### src/rtl/comp_pkg.sv
// comp_pkg: shared float field widths, FSM encoding and ordering helpers for
// the sequential min/max comparator.
package comp_pkg;

  localparam int FW     = 32;
  localparam int SIGN_W = 1;
  localparam int EXP_W  = 8;
  localparam int MANT_W = 23;

  typedef enum logic [1:0] {
    ST_IDLE = 2'd0,
    ST_SCAN = 2'd1,
    ST_DONE = 2'd2
  } state_t;

  // Vertex index width; a single-vertex primitive still gets one bit.
  function automatic int idx_width(input int n);
    return (n > 1) ? $clog2(n) : 1;
  endfunction

  // Map a float onto an unsigned key whose natural order is the total order
  // -NaN < -inf < ... < -0 < +0 < ... < +inf < +NaN.
  function automatic logic [FW-1:0] fp_key(input logic [FW-1:0] f);
    return f[FW-1] ? ~f : (f ^ {1'b1, {(FW-SIGN_W){1'b0}}});
  endfunction

  function automatic logic fp_isnan(input logic [FW-1:0] f);
    return (f[FW-2 -: EXP_W] == {EXP_W{1'b1}}) && (f[MANT_W-1:0] != '0);
  endfunction

endpackage

### src/rtl/fp_order_cmp.sv
// fp_order_cmp: combinational total-order compare of two single-precision
// floats, plus NaN detection on both operands.
module fp_order_cmp
  import comp_pkg::*;
(
  input  logic [FW-1:0] a,
  input  logic [FW-1:0] b,
  output logic          a_lt_b,
  output logic          a_gt_b,
  output logic          a_nan,
  output logic          b_nan
);

  logic [FW-1:0] a_key;
  logic [FW-1:0] b_key;

  assign a_key  = fp_key(a);
  assign b_key  = fp_key(b);
  assign a_lt_b = a_key < b_key;
  assign a_gt_b = a_key > b_key;
  assign a_nan  = fp_isnan(a);
  assign b_nan  = fp_isnan(b);

endmodule

### src/rtl/comp_n_seq.sv
// comp_n_seq: accepts one primitive per handshake and folds one vertex per
// cycle into per-channel running min/max, their vertex indices and a NaN flag.
module comp_n_seq #(
  parameter int NUM_VERT = 3,
  parameter int CHANNELS = 2,
  parameter int FW       = 32,  // single precision only
  parameter int IW       = comp_pkg::idx_width(NUM_VERT)
) (
  input  logic                         clk,
  input  logic                         rst_n,
  input  logic                         in_valid,
  output logic                         in_ready,
  input  logic [NUM_VERT*CHANNELS*FW-1:0] in_coords,
  output logic                         out_valid,
  input  logic                         out_ready,
  output logic [CHANNELS*FW-1:0]       min_out,
  output logic [CHANNELS*FW-1:0]       max_out,
  output logic [CHANNELS*IW-1:0]       min_idx,
  output logic [CHANNELS*IW-1:0]       max_idx,
  output logic [CHANNELS-1:0]          nan_flag
);

  import comp_pkg::*;

  state_t state_q, state_d;
  logic   load, fold;

  logic [NUM_VERT*CHANNELS*FW-1:0] cap_q;
  logic [IW-1:0]                   vcnt_q;

  logic [CHANNELS-1:0][FW-1:0] in_v0, cur;
  logic [CHANNELS-1:0][FW-1:0] min_q, max_q;
  logic [CHANNELS-1:0][IW-1:0] min_idx_q, max_idx_q;
  logic [CHANNELS-1:0]         nan_q;

  logic [CHANNELS-1:0] mn_lt, mn_gt, mn_an, mn_bn;
  logic [CHANNELS-1:0] mx_lt, mx_gt, mx_an, mx_bn;

  // Vertex 0 seeds the running results straight from the input bus.
  assign in_v0 = in_coords[CHANNELS*FW-1:0];

  // Next state and handshake; a new primitive may be taken in DONE as soon
  // as the consumer releases the current result.
  always_comb begin
    // NOTE: every output of this block gets a default first so no path
    // through the case leaves a value unassigned (no latches).
    state_d   = state_q;
    in_ready  = 1'b0;
    out_valid = 1'b0;
    load      = 1'b0;
    fold      = 1'b0;
    case (state_q)
      ST_IDLE: begin
        in_ready = 1'b1;
        if (in_valid) begin
          load    = 1'b1;
          state_d = (NUM_VERT == 1) ? ST_DONE : ST_SCAN;
        end
      end
      ST_SCAN: begin
        fold = 1'b1;
        if (vcnt_q == IW'(NUM_VERT - 1)) state_d = ST_DONE;
      end
      ST_DONE: begin
        out_valid = 1'b1;
        if (out_ready) begin
          in_ready = 1'b1;
          if (in_valid) begin
            load    = 1'b1;
            state_d = (NUM_VERT == 1) ? ST_DONE : ST_SCAN;
          end else begin
            state_d = ST_IDLE;
          end
        end
      end
      default: state_d = ST_IDLE;
    endcase
  end

  // Select the vertex being folded this cycle out of the capture register.
  always_comb begin
    cur = '0;
    for (int v = 0; v < NUM_VERT; v++) begin
      if (vcnt_q == IW'(v)) cur = cap_q[v*CHANNELS*FW +: CHANNELS*FW];
    end
  end

  for (genvar c = 0; c < CHANNELS; c++) begin : g_ch
    fp_order_cmp u_min (
      .a      (cur[c]),
      .b      (min_q[c]),
      .a_lt_b (mn_lt[c]),
      .a_gt_b (mn_gt[c]),
      .a_nan  (mn_an[c]),
      .b_nan  (mn_bn[c])
    );
    fp_order_cmp u_max (
      .a      (cur[c]),
      .b      (max_q[c]),
      .a_lt_b (mx_lt[c]),
      .a_gt_b (mx_gt[c]),
      .a_nan  (mx_an[c]),
      .b_nan  (mx_bn[c])
    );
  end

  // Capture the whole primitive on acceptance; inputs are not looked at again.
  // NOTE: pure datapath storage, only read while SCAN is active, so it has no
  // reset; that keeps the wide register free of reset fan-out.
  always_ff @(posedge clk) begin
    if (load) cap_q <= in_coords;
  end

  // State, vertex counter and running results; reset clears them so a
  // primitive interrupted by reset leaves no partial result behind.
  always_ff @(posedge clk or negedge rst_n) begin
    if (!rst_n) begin
      state_q   <= ST_IDLE;
      vcnt_q    <= '0;
      min_q     <= '0;
      max_q     <= '0;
      min_idx_q <= '0;
      max_idx_q <= '0;
      nan_q     <= '0;
    end else begin
      state_q <= state_d;
      if (load) begin
        vcnt_q <= IW'(1);
        for (int c = 0; c < CHANNELS; c++) begin
          min_q[c]     <= in_v0[c];
          max_q[c]     <= in_v0[c];
          min_idx_q[c] <= '0;
          max_idx_q[c] <= '0;
          nan_q[c]     <= fp_isnan(in_v0[c]);
        end
      end else if (fold) begin
        vcnt_q <= vcnt_q + IW'(1);
        for (int c = 0; c < CHANNELS; c++) begin
          // Strict compares keep the lowest index on equal keys.
          if (mn_lt[c]) begin
            min_q[c]     <= cur[c];
            min_idx_q[c] <= vcnt_q;
          end
          if (mx_gt[c]) begin
            max_q[c]     <= cur[c];
            max_idx_q[c] <= vcnt_q;
          end
          nan_q[c] <= nan_q[c] | mn_an[c];
        end
      end
    end
  end

  // Fold invariants: running min never exceeds running max, both banks agree
  // on the incoming vertex, and a NaN already held is already flagged.
  always_comb begin
    if (rst_n && state_q == ST_SCAN) begin
      for (int c = 0; c < CHANNELS; c++) begin
        assert (!(mn_lt[c] && !mx_lt[c]) && !(mx_gt[c] && !mn_gt[c]));
        assert (mn_an[c] == mx_an[c]);
        assert (!(mn_bn[c] || mx_bn[c]) || nan_q[c]);
      end
    end
  end

  assign min_out  = min_q;
  assign max_out  = max_q;
  assign min_idx  = min_idx_q;
  assign max_idx  = max_idx_q;
  assign nan_flag = nan_q;

endmodule

### config.mk
export PLATFORM = sky130hd
export DESIGN_NAME = comp_n_seq
export DESIGN_NICKNAME = d
export VERILOG_FILES = /design/src/rtl/comp_pkg.sv /design/src/rtl/fp_order_cmp.sv /design/src/rtl/comp_n_seq.sv
export SDC_FILE = /design/constraint.sdc
export NUM_CORES = 1
export LEC_CHECK = 0
export CAP_MARGIN = 30
export CORE_MARGIN = 2
export CORE_UTILIZATION = 40
export CTS_BUF_LIST = sky130_fd_sc_hd__clkbuf_4 sky130_fd_sc_hd__clkbuf_8
export CTS_CLUSTER_SIZE = 16
export DETAILED_ROUTE_END_ITERATION = 16
export PLACE_DENSITY = 0.74
export SLEW_MARGIN = 25
export SYNTH_ARGS = -nofsm -noshare
export SYNTH_HDL_FRONTEND = slang
export SYNTH_SLANG_ARGS = --single-unit
### constraint.sdc
create_clock -name clk -period 5.37 [get_ports clk]
set_input_delay 1.074 -clock clk [delete_from_list [all_inputs] [get_ports clk]]
set_output_delay 1.074 -clock clk [all_outputs]
set_load 0.05 [all_outputs]
---- Yosys cells after proc, flatten, opt, wreduce, memory -nomap -nowiden ----
Cells that the tools add are included.
operators by class
  divide/modulo/power cells ............... 0
  equal/unequal tests ..................... 11
  magnitude comparators ................... 4
  shift-type cells ........................ 0
  $add $sub $neg .......................... 1
  multiplexer cells ....................... 41
  reduce and logical (&&, ||, !) cells .... 20
  bitwise logic cells ..................... 14
  multipliers ............................. 0
operator list
  operator             count
  $mux 64              7
  $mux 32              10
  $not 32->32          6
  $reduce_bool 23->1   4
  $gt 32x32->1         2
  $lt 32x32->1         2
  $eq 8x8->1 const B   4
  $mux 2               11
  $mux 4               4
  $reduce_bool 2->1    5
  $reduce_and 2->1     4
  $mux 1               6
  $ne 2x2->1 const B   3
  $not 1->1            6
  $pmux 2 s3           1
  $eq 2x1->1 const B   2
  $eq 2x2->1 const B   2
  $logic_and 1x1->1    4
  $logic_not 2->1      2
  $pmux 1 s2           2
  $reduce_and 3->1     1
  $add 2x1->2 const B  1
  $or 1x1->1           2
storage, ports and cells
  memory bits (read-only) ................. 0
  bits in latches ......................... 0
  input bits .............................. 196
  memories kept ........................... 0
  output and inout port bits .............. 140
  logic and storage cells ................. 103
  register bits after elaboration ......... 334
  RAM bits ................................ 0

---- Logic depth before layout (Yosys ltp) ----
Gate-level depths: netlist of run 1.
  depth in word-level cells ............... 10
  depth in mapped cells ................... 21
  gate-level depth less buffers ........... 16

---- Modules after synthesis ----
From an unflattened synthesis of run 1, not the netlist that was laid out.
second synthesis, totals
  cell total of the unflattened synthesis .. 1852
  area, all modules ....................... 19722.7 um^2
modules (own cells, without submodules)
  module                            cells each  seq. area each (um^2)  area an instance (um^2)  instances
  comp_n_seq                        1142        9318.9                 14000.9                  1
  fp_order_cmp (g_ch[0].u_max ...)  178         0.0                    1436.4                   3
  fp_order_cmp (g_ch[1].u_min)      176         0.0                    1412.6                   1

---- Least setup slack after synthesis of run 1 ----
OpenSTA, ideal clock, no wires.
  kind .................................... in2reg
  start ................................... input port out_ready
  end ..................................... register cap_q[0] (enable)
  cell stages on the path ................. 4
  buffers on the path ..................... 0
  slack ................................... 0.412 ns
  library setup time ...................... 0.463 ns
  required time ........................... 4.907 ns
  arrival time ............................ 4.495 ns
  path through ............................ nand2b_1 nor2b_1 nand2_1 inv_2
on the way
  cells in the longest elaborated chain, start to end .. 2
RTL lines
  element               line               text
  start, declared       comp_n_seq.sv:15   input logic out_ready,
  $mux 1                comp_n_seq.sv:66   if (out_ready) begin
  $pmux 1 s2            comp_n_seq.sv:52   case (state_q)
  named net load        comp_n_seq.sv:26   logic load, fold;
  end signal, assigned  comp_n_seq.sv:111  if (load) cap_q <= in_coords;
  end, declared         comp_n_seq.sv:28   logic [NUM_VERT*CHANNELS*FW-1:0] cap_q;
The timed path passes the listed nets, and every way through them passes these cells.
A chain may end at the register's enable or synchronous reset.

---- Final worst setup path of run 1 ----
  start ................................... register vcnt_q[1]
  end ..................................... register max_q, in the netlist max_out[3]
on the way
  cells in the longest elaborated chain, start to end .. 9
  elaborated cells between the ends (all ways) .. 15
RTL lines
  element                                          line                text
  start, declared                                  comp_n_seq.sv:29    logic [IW-1:0] vcnt_q;
  start signal, assigned                           comp_n_seq.sv:137   vcnt_q <= vcnt_q + IW'(1);
  $logic_not 2->1                                  comp_n_seq.sv:84    if (vcnt_q == IW'(v)) cur = cap_q[v*CHANNELS*FW +: CHANNELS*FW];
  $mux 64 (2 in a row)                             comp_n_seq.sv:84
  $mux 64 *                                        comp_n_seq.sv:84
  $not 32->32 / $not 1->1 (equally long branches)  --
  $mux 32                                          comp_pkg.sv:24      return f[FW-1] ? ~f : (f ^ {1'b1, {(FW-SIGN_W){1'b0}}});
  $gt 32x32->1                                     fp_order_cmp.sv:20  assign a_gt_b = a_key > b_key;
  $reduce_bool 2->1 (no line)                      --
  $reduce_and 2->1 (no line)                       --
  end signal, assigned by index                    comp_n_seq.sv:131   max_q[c] <= in_v0[c];
  end signal, assigned by index                    comp_n_seq.sv:145   max_q[c] <= cur[c];
  end, declared                                    comp_n_seq.sv:32    logic [CHANNELS-1:0][FW-1:0] min_q, max_q;
Mark *: on every way between the ends. The rest lies on a longest branch, timed or not. The select of a mux whose other input is x is not followed.

==> results of run 1 <==
## cell type report
cell class              instances  area, um^2  share of cell area
clock inverters                30         284              0.0119
well taps                     600         751              0.0314
clock buffers                  81        1000              0.0419
inverters                      14        60.1             0.00251
multi-input cells            1220        8600               0.359
flip-flops and latches        334        9320               0.389
repair buffers                391        3910               0.163
diodes                          1        2.50            0.000105
## placed cells by master, fill, tap and decap left out, drive strengths merged, types with 6 or more instances in the layout
cell type and count:
nand2 137, nor4 23, inv 14, nor2b 9, nor2 133, and3b 15, nor3 12, xnor2 183
edfxtp 192, a21oi 229, mux2i 133, nand3 9, dfrtp 142, buf 57, ha 128, clkinv 22
a21o 26, nand4 34, clkbuf 81, a211oi 6, nand2b 6, o21ai 91, clkdlybuf4s50 334
## kinds of logic (layout without fill, tap and decap cells)
group                      count (synthesis)  in the layout  share of synthesized area
adders and majority gates                128            128                     0.0871
other                                      0              1                          0
DFF                                      334            334                      0.507
AOI/OAI and AO/OA                        382            382                      0.116
xor gates and xnor gates                 185            185                     0.0881
buffers and inverters                    107            516                     0.0283
muxes                                    133            133                     0.0724
and+or+nand+nor                          392            392                      0.102
## cells in the mapped netlist (all sizes together)
cell / count / share of area
o221a: 1 / 0.00061
dfrtp: 142 / 0.19
or3: 3 / 0.0010
nand3: 9 / 0.0024
edfxtp: 192 / 0.31
o221ai: 1 / 0.00048
a221o: 1 / 0.00054
nor4: 23 / 0.0082
or2: 1 / 0.00034
and4: 5 / 0.0024
inv: 13 / 0.0027
o22ai: 4 / 0.0014
or4: 1 / 0.00061
nand2: 137 / 0.028
a211oi: 6 / 0.0024
and3b: 15 / 0.0071
a2111oi: 4 / 0.0022
nor2: 133 / 0.028
o21ai: 91 / 0.025
nand3b: 4 / 0.0032
buf: 45 / 0.016
a211o: 1 / 0.00048
clkinv: 1 / 0.00020
ha: 128 / 0.087
nand2b: 6 / 0.0020
nor3: 12 / 0.0033
xnor2: 183 / 0.087
a21o: 26 / 0.011
clkbuf: 48 / 0.0098
o211ai: 2 / 0.00082
o31ai: 2 / 0.00082
a221oi: 3 / 0.0014
a2bb2oi: 2 / 0.0029
o21a: 5 / 0.0020
a31oi: 3 / 0.0014
nand4: 34 / 0.012
nor2b: 9 / 0.0032
a21oi: 229 / 0.062
mux2i: 133 / 0.072
a311oi: 1 / 0.00048
xor2: 2 / 0.00095
## critical path, delay by kind of cell (launching register included)
family          cells  cell delay, ns
compound gates      3            0.48
xor+xnor            1            0.22
mux                 1            0.22
fa+ha+maj           2            0.68
flops               1            0.46
simple gates        5            1.98
buf+inv             3            0.78
## final timing paths
check	start	end	slack [ns]	cells after the start
setup / recovery	vcnt_q[1]$_DFFE_PN0P_	max_out[3]$_DFFE_PN0P_	0.35	15
hold / removal	rst_n	max_out[36]$_DFFE_PN0P_	0.33	1
setup reg to reg	vcnt_q[1]$_DFFE_PN0P_	max_out[3]$_DFFE_PN0P_	0.35	15
hold reg to reg	nan_flag[1]$_DFFE_PN0P_	nan_flag[1]$_DFFE_PN0P_	0.51	2
max in group asynchronous	rst_n	max_out[63]$_DFFE_PN0P_	3.94	2
min in group clk	nan_flag[1]$_DFFE_PN0P_	nan_flag[1]$_DFFE_PN0P_	0.51	2
## metrics by stage
step | utilization | cells | instance area (um^2)
2_1_floorplan | - | 1661 | 18400
3_3_place_gp | 0.497 | 2555 | 22600
3_5_place_dp | 0.498 | 2557 | 22600
4_1_cts | 0.526 | 2668 | 23900
5_1_grt | 0.527 | 2670 | 23900
6_report | 0.528 | 2671 | 23900
## registers in the layout, summed over array words and instances, names as in the netlist
signal    count
cap_q       192
min_idx       4
nan_flag      2
max_out      64
max_idx       4
min_out      64
vcnt_q        2
state_q       2
## per-layer routing
metal  track usage  vias up
met1         0.287     7131
met3        0.0600      147
met4         0.101        6
li1              -     6752
met5             0        -
met2         0.410      560
==> results.sh, run 1 <==
export IMPL_wl_per_cell_um=21.5
export IMPL_cp_slowest_cell="nor2b_4"
export IMPL_slew_viol_final=0
export IMPL_nets=2344
export IMPL_ys_seq_area_frac=0.507
export IMPL_grt_pass1_vias=15000
export IMPL_critical_path_max_fanout=25
export IMPL_wl_met2_um=28300
export IMPL_postCtsSetupRepairBufs=0
export IMPL_drt_wl_total_um=57500
export IMPL_clock_latency_ns=0.69
export IMPL_dr_pass1_iters=7
export IMPL_setup_ws_ns=0.354
export IMPL_cts_buffer_depth=3
export IMPL_ctsHtreeMaxLevel=2
export IMPL_place_gp_congestion=0.960
export IMPL_drcViolationCount=0
export IMPL_cts_clk_slew_worst_paths_ns=0.07
export IMPL_syn_num_nets=1985
export IMPL_wl_met1_um=22600
export IMPL_num_fill_cells=3938
export IMPL_hold_viol=0
export IMPL_overflow=0
export IMPL_status="finished, final reports clean"
export IMPL_clockRootBuffer="clkbuf_8"
export IMPL_rsz0062_at_grt="false"
export IMPL_synth_seq_cells=334
export IMPL_arrival_ns=5.55
export IMPL_path_cells="inv_1, ha_4, nand2_1, a31oi_2, inv_2, xnor2_1, ha_1, nand4_1, or3_1, or4_4, o22ai_1, nor2b_4, buf_4, mux2i_1, a21oi_1"
export IMPL_via_per_inst=5.46
export IMPL_vias=14600
export IMPL_cts_buffers=59
export IMPL_area_growth_pct=30.2
export IMPL_clock_sinks=334
export IMPL_cts_hold_buf=0
export IMPL_die_w_um=218
export IMPL_yosys_warnings=0
export IMPL_grt_pass1_wl_um=87300
export IMPL_drt_iter0_drc=1098
export IMPL_maxClockFrequency_ghz=0.199
export IMPL_port_buffers=335
export IMPL_die_y_um=218
export IMPL_tightest_slew_ns=0.962
export IMPL_rows=78
export IMPL_layout_drive_gt1_share=0.0879
export IMPL_ios=336
export IMPL_wl_met3_um=4310
export IMPL_grt_use_total=0.240
export IMPL_dp_slack_ns=0.387
export IMPL_cts_resized=0
export IMPL_critPathLaunchType="flop"
export IMPL_setup_tns_ns=0
export IMPL_maxCapViolCount=0
export IMPL_mappedNetlistArea_um2=18400
export IMPL_grt_max_degree=167
export IMPL_antenna_found_initial=4
export IMPL_coreArea_um2=45400
export IMPL_top_layer_used="met5"
export IMPL_fin_skew_ns=0.0457
export IMPL_ant_nets=0
export IMPL_cts_tree="built"
export IMPL_min_path_type="in -> async"
export IMPL_syn_inst=1661
export IMPL_finalSetupViolCount=0
export IMPL_period_share=0.934
export IMPL_start_util=0.405
export IMPL_synth_area_per_cell_um2=11.1
export IMPL_yosysUniqueCellTypes=56
export IMPL_die_area_um2=47700
export IMPL_period_minus_slack_ns=5.02
export IMPL_slowest_delay_ns=0.81
export IMPL_dpl_hpwl_um=43100
export IMPL_crit_type="reg -> reg"
export IMPL_slew_headroom=0.357
export IMPL_end_kind="flop"
export IMPL_cp_data_required_time_ns=5.90
export IMPL_fin_hold_ws_ns=0.328
Power of run 1 is not shown: default switching activity piles up to over one toggle a cycle in this logic, so the estimate is an artifact.
==> run 2, diff against run 1 <==
--- a/config.mk
+++ b/config.mk
@@ -6,10 +6,11 @@
 export NUM_CORES = 1
 export LEC_CHECK = 0
 export CAP_MARGIN = 30
+export CORE_ASPECT_RATIO = 0.7
 export CORE_MARGIN = 2
 export CORE_UTILIZATION = 40
 export CTS_BUF_LIST = sky130_fd_sc_hd__clkbuf_4 sky130_fd_sc_hd__clkbuf_8
-export CTS_CLUSTER_SIZE = 16
+export CTS_CLUSTER_SIZE = 40
 export DETAILED_ROUTE_END_ITERATION = 16
 export PLACE_DENSITY = 0.74
 export SLEW_MARGIN = 25
==> run 2 against run 1 <==
Worst hold slack better by 0.15 ns. Core utilization down 0.35 points. Non-clock buffer count down 8. Cell count down 0.45%. Fmax down 2.4%. Critical endpoint is now max_out[60]$_DFFE_PN0P_. Highest routed layer is now met4.
==> results.sh, run 2 (synthesis gave the netlist of run 1 again) <==
export IMPL_dp_slack_ns=0.239
export IMPL_grt_pass1_wl_um=87700
export IMPL_cp_data_required_time_ns=5.85
export IMPL_slew_headroom=0.315
export IMPL_arrival_ns=5.62
export IMPL_wl_per_cell_um=22.0
export IMPL_largest_register_ffs=192
export IMPL_ctsHtreeMaxLevel=2
export IMPL_multi_input_area_um2=8630
export IMPL_die_area_um2=47700
export IMPL_fin_skew_ns=0.0293
export IMPL_cp_startpoint="vcnt_q[1]$_DFFE_PN0P_"
export IMPL_slowest_delay_ns=0.88
export IMPL_setup_ws_ns=0.231
export IMPL_status="finished, final reports clean"
export IMPL_start_util=0.407
export IMPL_slew_viol_final=0
export IMPL_ant_nets=0
export IMPL_top_register="cap_q"
export IMPL_overflow=0
export IMPL_layout_drive_gt1_share=0.0838
export IMPL_reg2reg_to="max_out[60]$_DFFE_PN0P_"
export IMPL_rsz0062_at_grt="false"
export IMPL_grt_use_total=0.242
export IMPL_min_path_type="in -> async"
export IMPL_final_common_cell="clkdlybuf4s50_1"
export IMPL_dpl_hpwl_um=43700
export IMPL_maxClockFrequency_ghz=0.195
export IMPL_ios=336
export IMPL_drt_iter0_drc=1362
export IMPL_cts_buffer_depth=3
export IMPL_place_gp_congestion=1.00
export IMPL_die_w_um=260
export IMPL_cts_tree="built"
export IMPL_crit_type="reg -> reg"
export IMPL_antenna_found_initial=5
export IMPL_r2r_setup_slack_ns=0.23
export IMPL_drt_wl_total_um=58500
export IMPL_cts_hold_buf=0
export IMPL_nets=2331
export IMPL_area_growth_pct=28.8
export IMPL_clock_sinks=334
export IMPL_via_per_inst=5.45
export IMPL_period_share=0.957
export IMPL_dr_pass1_iters=5
export IMPL_period_minus_slack_ns=5.14
export IMPL_critPathLaunchType="flop"
export IMPL_die_y_um=183
export IMPL_cts_clk_slew_worst_paths_ns=0.07
export IMPL_layout_common_cells="clkdlybuf4s50_1 (334), a21oi_1 (228), edfxtp_1 (192)"
export IMPL_ff2ff_path_depth=18
export IMPL_ff_latch_area_um2=9330
export IMPL_cts_buffers=53
export IMPL_crit_path_frequent_cell="buf_4"
export IMPL_rows=65
export IMPL_cp_slowest_cell="a2111oi_0"
export IMPL_clock_latency_ns=0.62
export IMPL_drcViolationCount=0
export IMPL_critPathBufInv=5
export IMPL_grt_pass1_vias=14600
export IMPL_timing_rr_start="vcnt_q[1]$_DFFE_PN0P_"
export IMPL_setup_tns_ns=0
export IMPL_grt_max_degree=69
export IMPL_tightest_slew_ns=1.02
export IMPL_maxCapViolCount=0
export IMPL_coreArea_um2=45200
export IMPL_num_fill_cells=3937
export IMPL_clockRootBuffer="clkbuf_8"
export IMPL_cp_top_family="compound AO/OA/AOI/OAI gates"
export IMPL_hold_viol=0
export IMPL_end_kind="flop"
export IMPL_finalSetupViolCount=0
export IMPL_vias=14500
export IMPL_critical_path_max_fanout=38
export IMPL_path_cells="inv_1, ha_4, buf_4, nand3b_4, a2bb2oi_4, clkinv_1, buf_4, xnor2_1, ha_1, nor2b_1, o21a_1, o21ai_1, a2111oi_0, o31ai_1, a21oi_4, buf_4, mux2i_1, a21oi_1"
export IMPL_port_buffers=335
-- run 2: routing by layer --
metal | up-vias | global-route usage | share of wire
li1 | 6723 | - | -
met1 | 7047 | 0.349 | 0.46
met2 | 621 | 0.355 | 0.42
met3 | 88 | 0.0593 | 0.090
met4 | 0 | 0.0768 | 0.028
met5 | - | 0 | 0
-- run 2: area by class of cell --
class,count,area share
diodes,4,0.000422
clock buffers,86,0.0428
clock inverters,14,0.00317
inverters,14,0.00253
multi-input cells,1221,0.364
flip-flops and latches,334,0.394
well taps,603,0.0318
repair buffers,383,0.161
-- run 2: worst reg2reg max path, cell delays in order (launching register included) --
cell and delay, ns:
dfrtp_1 0.47, inv_1 0.17, ha_4 0.38, buf_4 0.50, nand3b_4 0.25, a2bb2oi_4 0.09, clkinv_1 0.08, buf_4 0.28
xnor2_1 0.17, ha_1 0.32, nor2b_1 0.13, o21a_1 0.12, o21ai_1 0.06, a2111oi_0 0.88, o31ai_1 0.24, a21oi_4 0.22
buf_4 0.30, mux2i_1 0.26, a21oi_1 0.09
-- run 2: stage by stage --
| stage | std cells | util | cell area [um^2] | hold WS (ns) |
|---|---|---|---|---|
| finish | 2659 | 0.524 | 23700 | 0.477 |
| global route | 2659 | 0.524 | 23700 | 0.494 |
| global placement | 2552 | 0.498 | 22500 | 0.477 |
| detailed placement | 2553 | 0.498 | 22500 | 0.476 |
| floorplan | 1661 | - | 18400 | 0.501 |
| CTS | 2653 | 0.523 | 23600 | 0.472 |
-- run 2: worst max-delay path by stage --
stage / to / slack (ns) / depth (start not counted)
global placement: max_out[7]$_DFFE_PN0P_ / 0.39 / 16
floorplan: cap_q[0]$_DFFE_PP_ / 0.41 / 4
global route: max_out[32]$_DFFE_PN0P_ / 0.01 / 17
finish: max_out[60]$_DFFE_PN0P_ / 0.23 / 18
detailed placement: max_out[1]$_DFFE_PN0P_ / 0.24 / 16
CTS: max_out[1]$_DFFE_PN0P_ / 0.23 / 16
-- run 2: repair_timing --
item | in CTS | in global routing
buffers inserted | 0 | 0
setup endpoints to repair | 0 | 20
gates resized for setup | 0 | 2
Power of run 2 is left out for the same reason.
